[src/rtl/video_pkg.sv]
// Shared video-path definitions: presentation state encoding, colour width and constants.
package video_pkg;

    localparam int RGB_W = 12;
    localparam logic [RGB_W-1:0] RGB_BLACK    = 12'h000;
    localparam logic [RGB_W-1:0] RGB_DIM_MASK = 12'h777;

    typedef enum logic [1:0] {
        PLAY  = 2'd0,
        BLINK = 2'd1,
        HOLD  = 2'd2
    } go_state_t;

    // Halve each 4-bit channel; the mask drops bits shifted in from the neighbouring channel.
    function automatic logic [RGB_W-1:0] dim_rgb(input logic [RGB_W-1:0] c);
        return (c >> 1) & RGB_DIM_MASK;
    endfunction

endpackage

[src/rtl/pixel_compositor_if.sv]
// Pixel-path bundle between the layer display blocks and the compositor.
// master = layer/timing side that drives pixels, slave = pixel_compositor.
interface pixel_compositor_if;

    logic                        video_on_in;
    logic                        hsync_in;
    logic                        vsync_in;
    logic                        game_over;
    logic [video_pkg::RGB_W-1:0] bg_rgb;
    logic [video_pkg::RGB_W-1:0] coin_rgb;
    logic                        coin_on;
    logic [video_pkg::RGB_W-1:0] mario_rgb;
    logic                        mario_on;
    logic [video_pkg::RGB_W-1:0] go_rgb;
    logic                        go_on;
    logic [video_pkg::RGB_W-1:0] rgb;
    logic                        hsync;
    logic                        vsync;
    logic [1:0]                  go_state;

    modport master (
        output video_on_in, hsync_in, vsync_in, game_over,
        output bg_rgb, coin_rgb, coin_on, mario_rgb, mario_on, go_rgb, go_on,
        input  rgb, hsync, vsync, go_state
    );

    modport slave (
        input  video_on_in, hsync_in, vsync_in, game_over,
        input  bg_rgb, coin_rgb, coin_on, mario_rgb, mario_on, go_rgb, go_on,
        output rgb, hsync, vsync, go_state
    );

endinterface

[src/rtl/pixel_compositor_sync_delay.sv]
// sync_delay: DEPTH-stage shift register for the timing flags, with a per-bit reset value
// so that syncs come out of reset inactive (high) and video_on comes out low.
module sync_delay #(
    parameter int                DEPTH     = 1,
    parameter int                WIDTH     = 3,
    parameter logic [WIDTH-1:0]  RESET_VAL = '0
) (
    input  logic             clk,
    input  logic             rst,
    input  logic [WIDTH-1:0] din,
    output logic [WIDTH-1:0] dout
);

    logic [WIDTH-1:0] stages [DEPTH];

    // Shift the flags one stage per pixel clock; reset fills every stage with RESET_VAL.
    always_ff @(posedge clk) begin
        if (rst) begin
            for (int i = 0; i < DEPTH; i++) begin
                stages[i] <= RESET_VAL;
            end
        end else begin
            stages[0] <= din;
            for (int i = 1; i < DEPTH; i++) begin
                stages[i] <= stages[i-1];
            end
        end
    end

    assign dout = stages[DEPTH-1];

endmodule

[src/rtl/pixel_compositor.sv]
// pixel_compositor: merges background, coin, Mario and game-over overlay layers into the
// registered 12-bit VGA pixel, realigns the syncs with the late ROM colour data and runs the
// game-over blink/hold presentation state machine.
// Optional build macro PIXEL_COMPOSITOR_DIM_EN: halves every non-overlay pixel while the
// game-over presentation is active.
module pixel_compositor import video_pkg::*; #(
    parameter int SYNC_LAT      = 1,
    parameter int BLINK_FRAMES  = 30,
    parameter int BLINK_TOGGLES = 6
) (
    input  logic               clk,
    input  logic               rst,
    pixel_compositor_if.slave  vid
);

    localparam int FCNT_W = (BLINK_FRAMES > 1) ? $clog2(BLINK_FRAMES) : 1;
    localparam int TCNT_W = $clog2(BLINK_TOGGLES + 1);
    localparam logic [FCNT_W-1:0] FCNT_LAST = FCNT_W'(BLINK_FRAMES - 1);
    localparam logic [TCNT_W-1:0] TCNT_LAST = TCNT_W'(BLINK_TOGGLES - 1);

    logic              video_on_d;
    logic              hsync_d;
    logic              vsync_d;
    logic              vsync_prev;
    logic              fs;
    go_state_t         state;
    logic              vis;
    logic [FCNT_W-1:0] fcnt;
    logic [TCNT_W-1:0] tcnt;
    logic [RGB_W-1:0]  layer_rgb;
    logic [RGB_W-1:0]  pixel_next;

    sync_delay #(
        .DEPTH     (SYNC_LAT),
        .WIDTH     (3),
        .RESET_VAL (3'b011)
    ) u_sync_delay (
        .clk  (clk),
        .rst  (rst),
        .din  ({vid.video_on_in, vid.hsync_in, vid.vsync_in}),
        .dout ({video_on_d, hsync_d, vsync_d})
    );

    // Remember last vsync_in so its falling edge marks the start of a frame.
    always_ff @(posedge clk) begin
        if (rst) begin
            vsync_prev <= 1'b1;
        end else begin
            vsync_prev <= vid.vsync_in;
        end
    end

    assign fs = vsync_prev & ~vid.vsync_in;

    // Presentation state machine; only moves at frame start so a frame never changes mid-scan.
    always_ff @(posedge clk) begin
        if (rst) begin
            state <= PLAY;
            vis   <= 1'b0;
            fcnt  <= '0;
            tcnt  <= '0;
        end else if (fs) begin
            case (state)
                PLAY: begin
                    if (vid.game_over) begin
                        state <= BLINK;
                        vis   <= 1'b1;
                        fcnt  <= '0;
                        tcnt  <= '0;
                    end
                end
                BLINK: begin
                    if (!vid.game_over) begin
                        state <= PLAY;
                        vis   <= 1'b0;
                        fcnt  <= '0;
                        tcnt  <= '0;
                    end else if (fcnt == FCNT_LAST) begin
                        fcnt <= '0;
                        tcnt <= tcnt + TCNT_W'(1);
                        if (tcnt == TCNT_LAST) begin
                            state <= HOLD;
                            vis   <= 1'b1;
                        end else begin
                            vis <= ~vis;
                        end
                    end else begin
                        fcnt <= fcnt + FCNT_W'(1);
                    end
                end
                HOLD: begin
                    if (!vid.game_over) begin
                        state <= PLAY;
                        vis   <= 1'b0;
                        fcnt  <= '0;
                        tcnt  <= '0;
                    end else begin
                        vis <= 1'b1;
                    end
                end
                default: begin
                    state <= PLAY;
                    vis   <= 1'b0;
                    fcnt  <= '0;
                    tcnt  <= '0;
                end
            endcase
        end
    end

    // Layer priority: blanking, visible overlay, Mario, coin, then background.
    always_comb begin
        layer_rgb  = vid.bg_rgb;
        pixel_next = RGB_BLACK;
        if (vid.mario_on) begin
            layer_rgb = vid.mario_rgb;
        end else if (vid.coin_on) begin
            layer_rgb = vid.coin_rgb;
        end
        if (!video_on_d) begin
            pixel_next = RGB_BLACK;
        end else if (vis && vid.go_on) begin
            pixel_next = vid.go_rgb;
        end else begin
`ifdef PIXEL_COMPOSITOR_DIM_EN
            pixel_next = (state != PLAY) ? dim_rgb(layer_rgb) : layer_rgb;
`else
            pixel_next = layer_rgb;
`endif
        end
    end

    // Register the pixel and the realigned syncs for the VGA pins.
    always_ff @(posedge clk) begin
        if (rst) begin
            vid.rgb   <= RGB_BLACK;
            vid.hsync <= 1'b1;
            vid.vsync <= 1'b1;
        end else begin
            vid.rgb   <= pixel_next;
            vid.hsync <= hsync_d;
            vid.vsync <= vsync_d;
        end
    end

    assign vid.go_state = state;

endmodule

[src/flat_wrapper.sv]
// flat-port wrapper written by rule: the top's interface ports become plain ports
module pixel_compositor_flat import video_pkg::*;
#(
    parameter int SYNC_LAT      = 1,
    parameter int BLINK_FRAMES  = 30,
    parameter int BLINK_TOGGLES = 6
)
  (clk, rst, vid_video_on_in, vid_hsync_in, vid_vsync_in, vid_game_over, vid_bg_rgb, vid_coin_rgb, vid_coin_on, vid_mario_rgb, vid_mario_on, vid_go_rgb, vid_go_on, vid_rgb, vid_hsync, vid_vsync, vid_go_state);
  pixel_compositor_if vid_i ();
  input  logic clk;
  input  logic rst;
  input wire logic [$bits(vid_i.video_on_in)-1:0] vid_video_on_in;
  input wire logic [$bits(vid_i.hsync_in)-1:0] vid_hsync_in;
  input wire logic [$bits(vid_i.vsync_in)-1:0] vid_vsync_in;
  input wire logic [$bits(vid_i.game_over)-1:0] vid_game_over;
  input wire logic [$bits(vid_i.bg_rgb)-1:0] vid_bg_rgb;
  input wire logic [$bits(vid_i.coin_rgb)-1:0] vid_coin_rgb;
  input wire logic [$bits(vid_i.coin_on)-1:0] vid_coin_on;
  input wire logic [$bits(vid_i.mario_rgb)-1:0] vid_mario_rgb;
  input wire logic [$bits(vid_i.mario_on)-1:0] vid_mario_on;
  input wire logic [$bits(vid_i.go_rgb)-1:0] vid_go_rgb;
  input wire logic [$bits(vid_i.go_on)-1:0] vid_go_on;
  output wire logic [$bits(vid_i.rgb)-1:0] vid_rgb;
  output wire logic [$bits(vid_i.hsync)-1:0] vid_hsync;
  output wire logic [$bits(vid_i.vsync)-1:0] vid_vsync;
  output wire logic [$bits(vid_i.go_state)-1:0] vid_go_state;
  assign vid_i.video_on_in = vid_video_on_in;
  assign vid_i.hsync_in = vid_hsync_in;
  assign vid_i.vsync_in = vid_vsync_in;
  assign vid_i.game_over = vid_game_over;
  assign vid_i.bg_rgb = vid_bg_rgb;
  assign vid_i.coin_rgb = vid_coin_rgb;
  assign vid_i.coin_on = vid_coin_on;
  assign vid_i.mario_rgb = vid_mario_rgb;
  assign vid_i.mario_on = vid_mario_on;
  assign vid_i.go_rgb = vid_go_rgb;
  assign vid_i.go_on = vid_go_on;
  assign vid_rgb = vid_i.rgb;
  assign vid_hsync = vid_i.hsync;
  assign vid_vsync = vid_i.vsync;
  assign vid_go_state = vid_i.go_state;
  pixel_compositor #(.SYNC_LAT(SYNC_LAT), .BLINK_FRAMES(BLINK_FRAMES), .BLINK_TOGGLES(BLINK_TOGGLES)) u_core (.clk(clk), .rst(rst), .vid(vid_i));
endmodule
[config.mk]
export PLATFORM = sky130hd
export DESIGN_NAME = pixel_compositor_flat
export DESIGN_NICKNAME = d
export VERILOG_FILES = /design/src/rtl/video_pkg.sv /design/src/rtl/pixel_compositor_if.sv /design/src/rtl/pixel_compositor_sync_delay.sv /design/src/rtl/pixel_compositor.sv /design/src/flat_wrapper.sv
export SDC_FILE = /design/constraint.sdc
export NUM_CORES = 1
export LEC_CHECK = 0
export ABC_CLOCK_PERIOD_IN_PS = 1700
export CAP_MARGIN = 20
export CORE_MARGIN = 5
export CORE_UTILIZATION = 30
export CTS_BUF_LIST = sky130_fd_sc_hd__clkbuf_8
export DETAILED_ROUTE_END_ITERATION = 7
export PLACE_DENSITY_LB_ADDON = 0.05
export RECOVER_POWER = 100
export SLEW_MARGIN = 20
export SYNTH_ARGS = -nofsm -noshare
export SYNTH_HDL_FRONTEND = slang
export SYNTH_SLANG_ARGS = --single-unit
[constraint.sdc]
create_clock -name clk -period 1.7 [get_ports clk]
set_input_delay 0.17 -clock clk [delete_from_list [all_inputs] [get_ports clk]]
set_output_delay 0.17 -clock clk [all_outputs]
set_load 0.03 [all_outputs]
==> results.cfg <==
[run_status]
status = complete, no violations

[critical_path]
worstPathRequired_ps = 1890
ff2ff_setup_slack_ps = 130
crit_fanout = 7
start_kind = flop
critPathCaptureType = flop
r2r_cells = 4
worstPathArrival_ps = 1760
worstSetupPathType = flop to flop
cpPeakStageDelay_ps = 480
cp_cell_sequence = xor2_1 > o21a_4 > a41oi_1 > a211oi_1
r2r_start = u_core.vid.go_state[1]$_SDFFE_PP0P_
cpMaxStageDelayCell = dfxtp_1
timing.rr.end = u_core.vid.go_state[1]$_SDFFE_PP0P_

[floorplan]
die_h_um = 78.6
initial_core_util_pct = 30.3
io_pins = 73
coreArea_mm2 = 0.00466
die_area_mm2 = 0.00618
num_rows = 25
die_x_um = 78.6

[global_routing]
grt_overflow = 0
grt_pass1_vias = 1398
grt_usage_pct = 13.3
grt_pass1_wl_um = 6630
antenna_found_initial = 0
grt_max_degree = 25

[drt]
avgRoutedWirePerCell_um = 13.9
dr_wl_met3_um = 334
met2_length_um = 2010
highest_layer = met4
first_pass_iters = 6
vias_per_cell = 4.83
antenna_left = 0
drt_wl_total_um = 4190
first_iter_violations = 66
drt-met1-wl_um = 1820
drc_errors = 0
vias = 1453

[clocking]
h-tree-depth = 1
cts_buffers = 3
post_cts_buffers = 0
post_cts_resized = 0
clk_path_buf_depth = 2
cts.sinks = 28
clk_pin_slew_worst_paths_ps = 100
ctsRootBufferMaster = clkbuf_8
postCtsHoldBufs = 0
clock_latency_ps = 270
cts_tree = done

[job]
maxCapViolCount = 0

[power_and_ir_drop]
ir_drop_mv = 0.290
sw_frac_of_total_pct = 24.2
clockPowerShare_pct = 28.9
leakage_nw = 0.933
p_comb_share_pct = 22.8
power_frac_seq_pct = 48.3
p_switching_w = 0.000344
powerDensity_mw_per_mm2 = 624
intPower_w = 0.00108

[final_layout]
antennaDiodeCount = 0
fin_nets = 309
drive_gt1_share_pct = 8.10
syn2layout_area_growth_pct = 61.1
final_common_cell = clkdlybuf4s50_1
instances_no_fill = 301
utilization_pct = 48.8
finish.instance_area_mm2 = 0.00228
final_cell_mix = clkdlybuf4s50_1, nand2_1, dfxtp_1, a21oi_1, dlygate4sd3_1

[sta]
fin_crit_ps = 1570
final-hold-violation-count = 0
skew_ps = 6.35
holdWs_ps = 422
slew_headroom_pct = 56.0
worstMarginPinSlew_ps = 659
max_freq_mhz = 637
finalMaxSlewViolations = 0
rsz0062_at_grt = no
finalSetupViolations = 0
fin_crit_sh_pct = 92.4
finalSetupTns_ps = 0

[yosys]
syn_nets = 234
ys_seq_area_share_pct = 39.7
netlist_area_mm2 = 0.00141
synth.distinct_cells = 36
synth_area_per_cell_um2 = 8.17
netlist_instances = 173
synth_seq_cells = 28
synthFlopType = dfxtp_1
async_flop_share_pct = 0
yosysWarnings = 0
synth_edf_count = 0

[place]
hpwl_um = 3250
io_buffers = 72
routabilityCongestion = 0.807
place_inst = 297
place_area_mm2 = 0.00223

[worst_hold_path]
hp-class = flop to flop
min_from = u_core.u_sync_delay.stages[0][1]$_SDFF_PP1_
min_path_cells = 1
min_to = u_core.vid.hsync$_SDFF_PP1_
==> how the worst max path moves through the flow <==
stage          slack [ps]  cells past startpoint                                  end                                start
3_5_place_dp           30                      5  u_core.vid.go_state[1]$_SDFFE_PP0P_                        vid_game_over
2_1_floorplan         240                      4  u_core.vid.go_state[1]$_SDFFE_PP0P_  u_core.vid.go_state[1]$_SDFFE_PP0P_
3_3_place_gp           70                      5  u_core.vid.go_state[1]$_SDFFE_PP0P_                        vid_game_over
4_1_cts                10                      1                      vid_go_state[1]  u_core.vid.go_state[1]$_SDFFE_PP0P_
5_1_grt                20                      4  u_core.vid.go_state[1]$_SDFFE_PP0P_  u_core.vid.go_state[1]$_SDFFE_PP0P_
6_report              130                      4  u_core.vid.go_state[1]$_SDFFE_PP0P_  u_core.vid.go_state[1]$_SDFFE_PP0P_
==> final cells by class <==
cell class	instances	area (um2)
inverters	2	7.51
clock buffers	4	55.1
multi-input cells	133	797
flip-flops and latches	28	562
fillers	435	2380
repair buffers	80	787
well taps	54	67.6
==> power by group through the flow <==
stage / logic, W / clock network [W] / registers [W]
4_1_cts: 0.000332 / 0.000434 / 0.000686
6_report: 0.000324 / 0.000410 / 0.000686
3_5_place_dp: 0.000329 / 0 / 0.000702
2_1_floorplan: 0.000113 / 0 / 0.000724
5_1_grt: 0.000353 / 0.000452 / 0.000689
3_3_place_gp: 0.000328 / 0 / 0.000700
==> sequential cells by signal, summed over array words and instances (netlist names) <==
name and cells:
u_core.fcnt 5, u_core.vid.hsync 1, u_core.vid.go_state 2, u_core.u_sync_delay.stages 3, u_core.tcnt 3, u_core.vid.rgb 12
u_core.vis 1, u_core.vid.vsync 1
==> cell usage after synthesis, types with 2 or more instances <==
| cell | count | area, um2 |
|---|---|---|
| buf_2 | 2 | 10.0 |
| nand4_1 | 2 | 12.5 |
| a211oi_1 | 2 | 15.0 |
| nand3_1 | 2 | 10.0 |
| inv_1 | 2 | 7.51 |
| ha_1 | 4 | 50.1 |
| clkbuf_1 | 7 | 26.3 |
| xnor2_1 | 2 | 17.5 |
| and2_1 | 2 | 12.5 |
| a21oi_1 | 18 | 90.1 |
| nor4_1 | 2 | 12.5 |
| xor2_1 | 2 | 17.5 |
| nor2_1 | 8 | 30.0 |
| or2_2 | 4 | 25.0 |
| mux2i_1 | 12 | 120 |
| o31ai_1 | 2 | 15.0 |
| o21ai_0 | 15 | 75.1 |
| nor2b_1 | 2 | 12.5 |
| nand2_1 | 38 | 143 |
| dfxtp_1 | 28 | 561 |
| nand2b_1 | 2 | 12.5 |
==> stage by stage <==
step	setup WS (ps)	total power, W
final	129	0.00142
after detailed placement	32.4	0.00103
after CTS	12.4	0.00145
after floorplan	238	0.000837
after global routing	19.6	0.00149
after global placement	68.3	0.00103
==> critical path: cells and delay by family (launching register included) <==
family         cells  cell delay, ps
AO/OA/AOI/OAI      3             560
flip-flops         1             480
XOR/XNOR           1             460
==> layer usage <==
layer  global-route usage, %  vias to the layer above
met4                    3.67                        0
li1                        -                      743
met5                       0                        -
met1                    15.7                      657
met3                    3.44                        2
met2                    23.5                       51
==> cell families (layout without fill, tap and decap cells) <==
logic type / Yosys count / count (layout) / share of synthesized area (%)
muxes: 12 / 12 / 8.50
and+or+nand+nor: 68 / 68 / 22.3
DFF: 28 / 28 / 39.7
adders and majority gates: 4 / 4 / 3.54
AOI/OAI and AO/OA: 44 / 44 / 19.0
xor gates and xnor gates: 5 / 5 / 3.63
buffers and inverters: 12 / 86 / 3.37
Power figures use the tool's default switching activity.
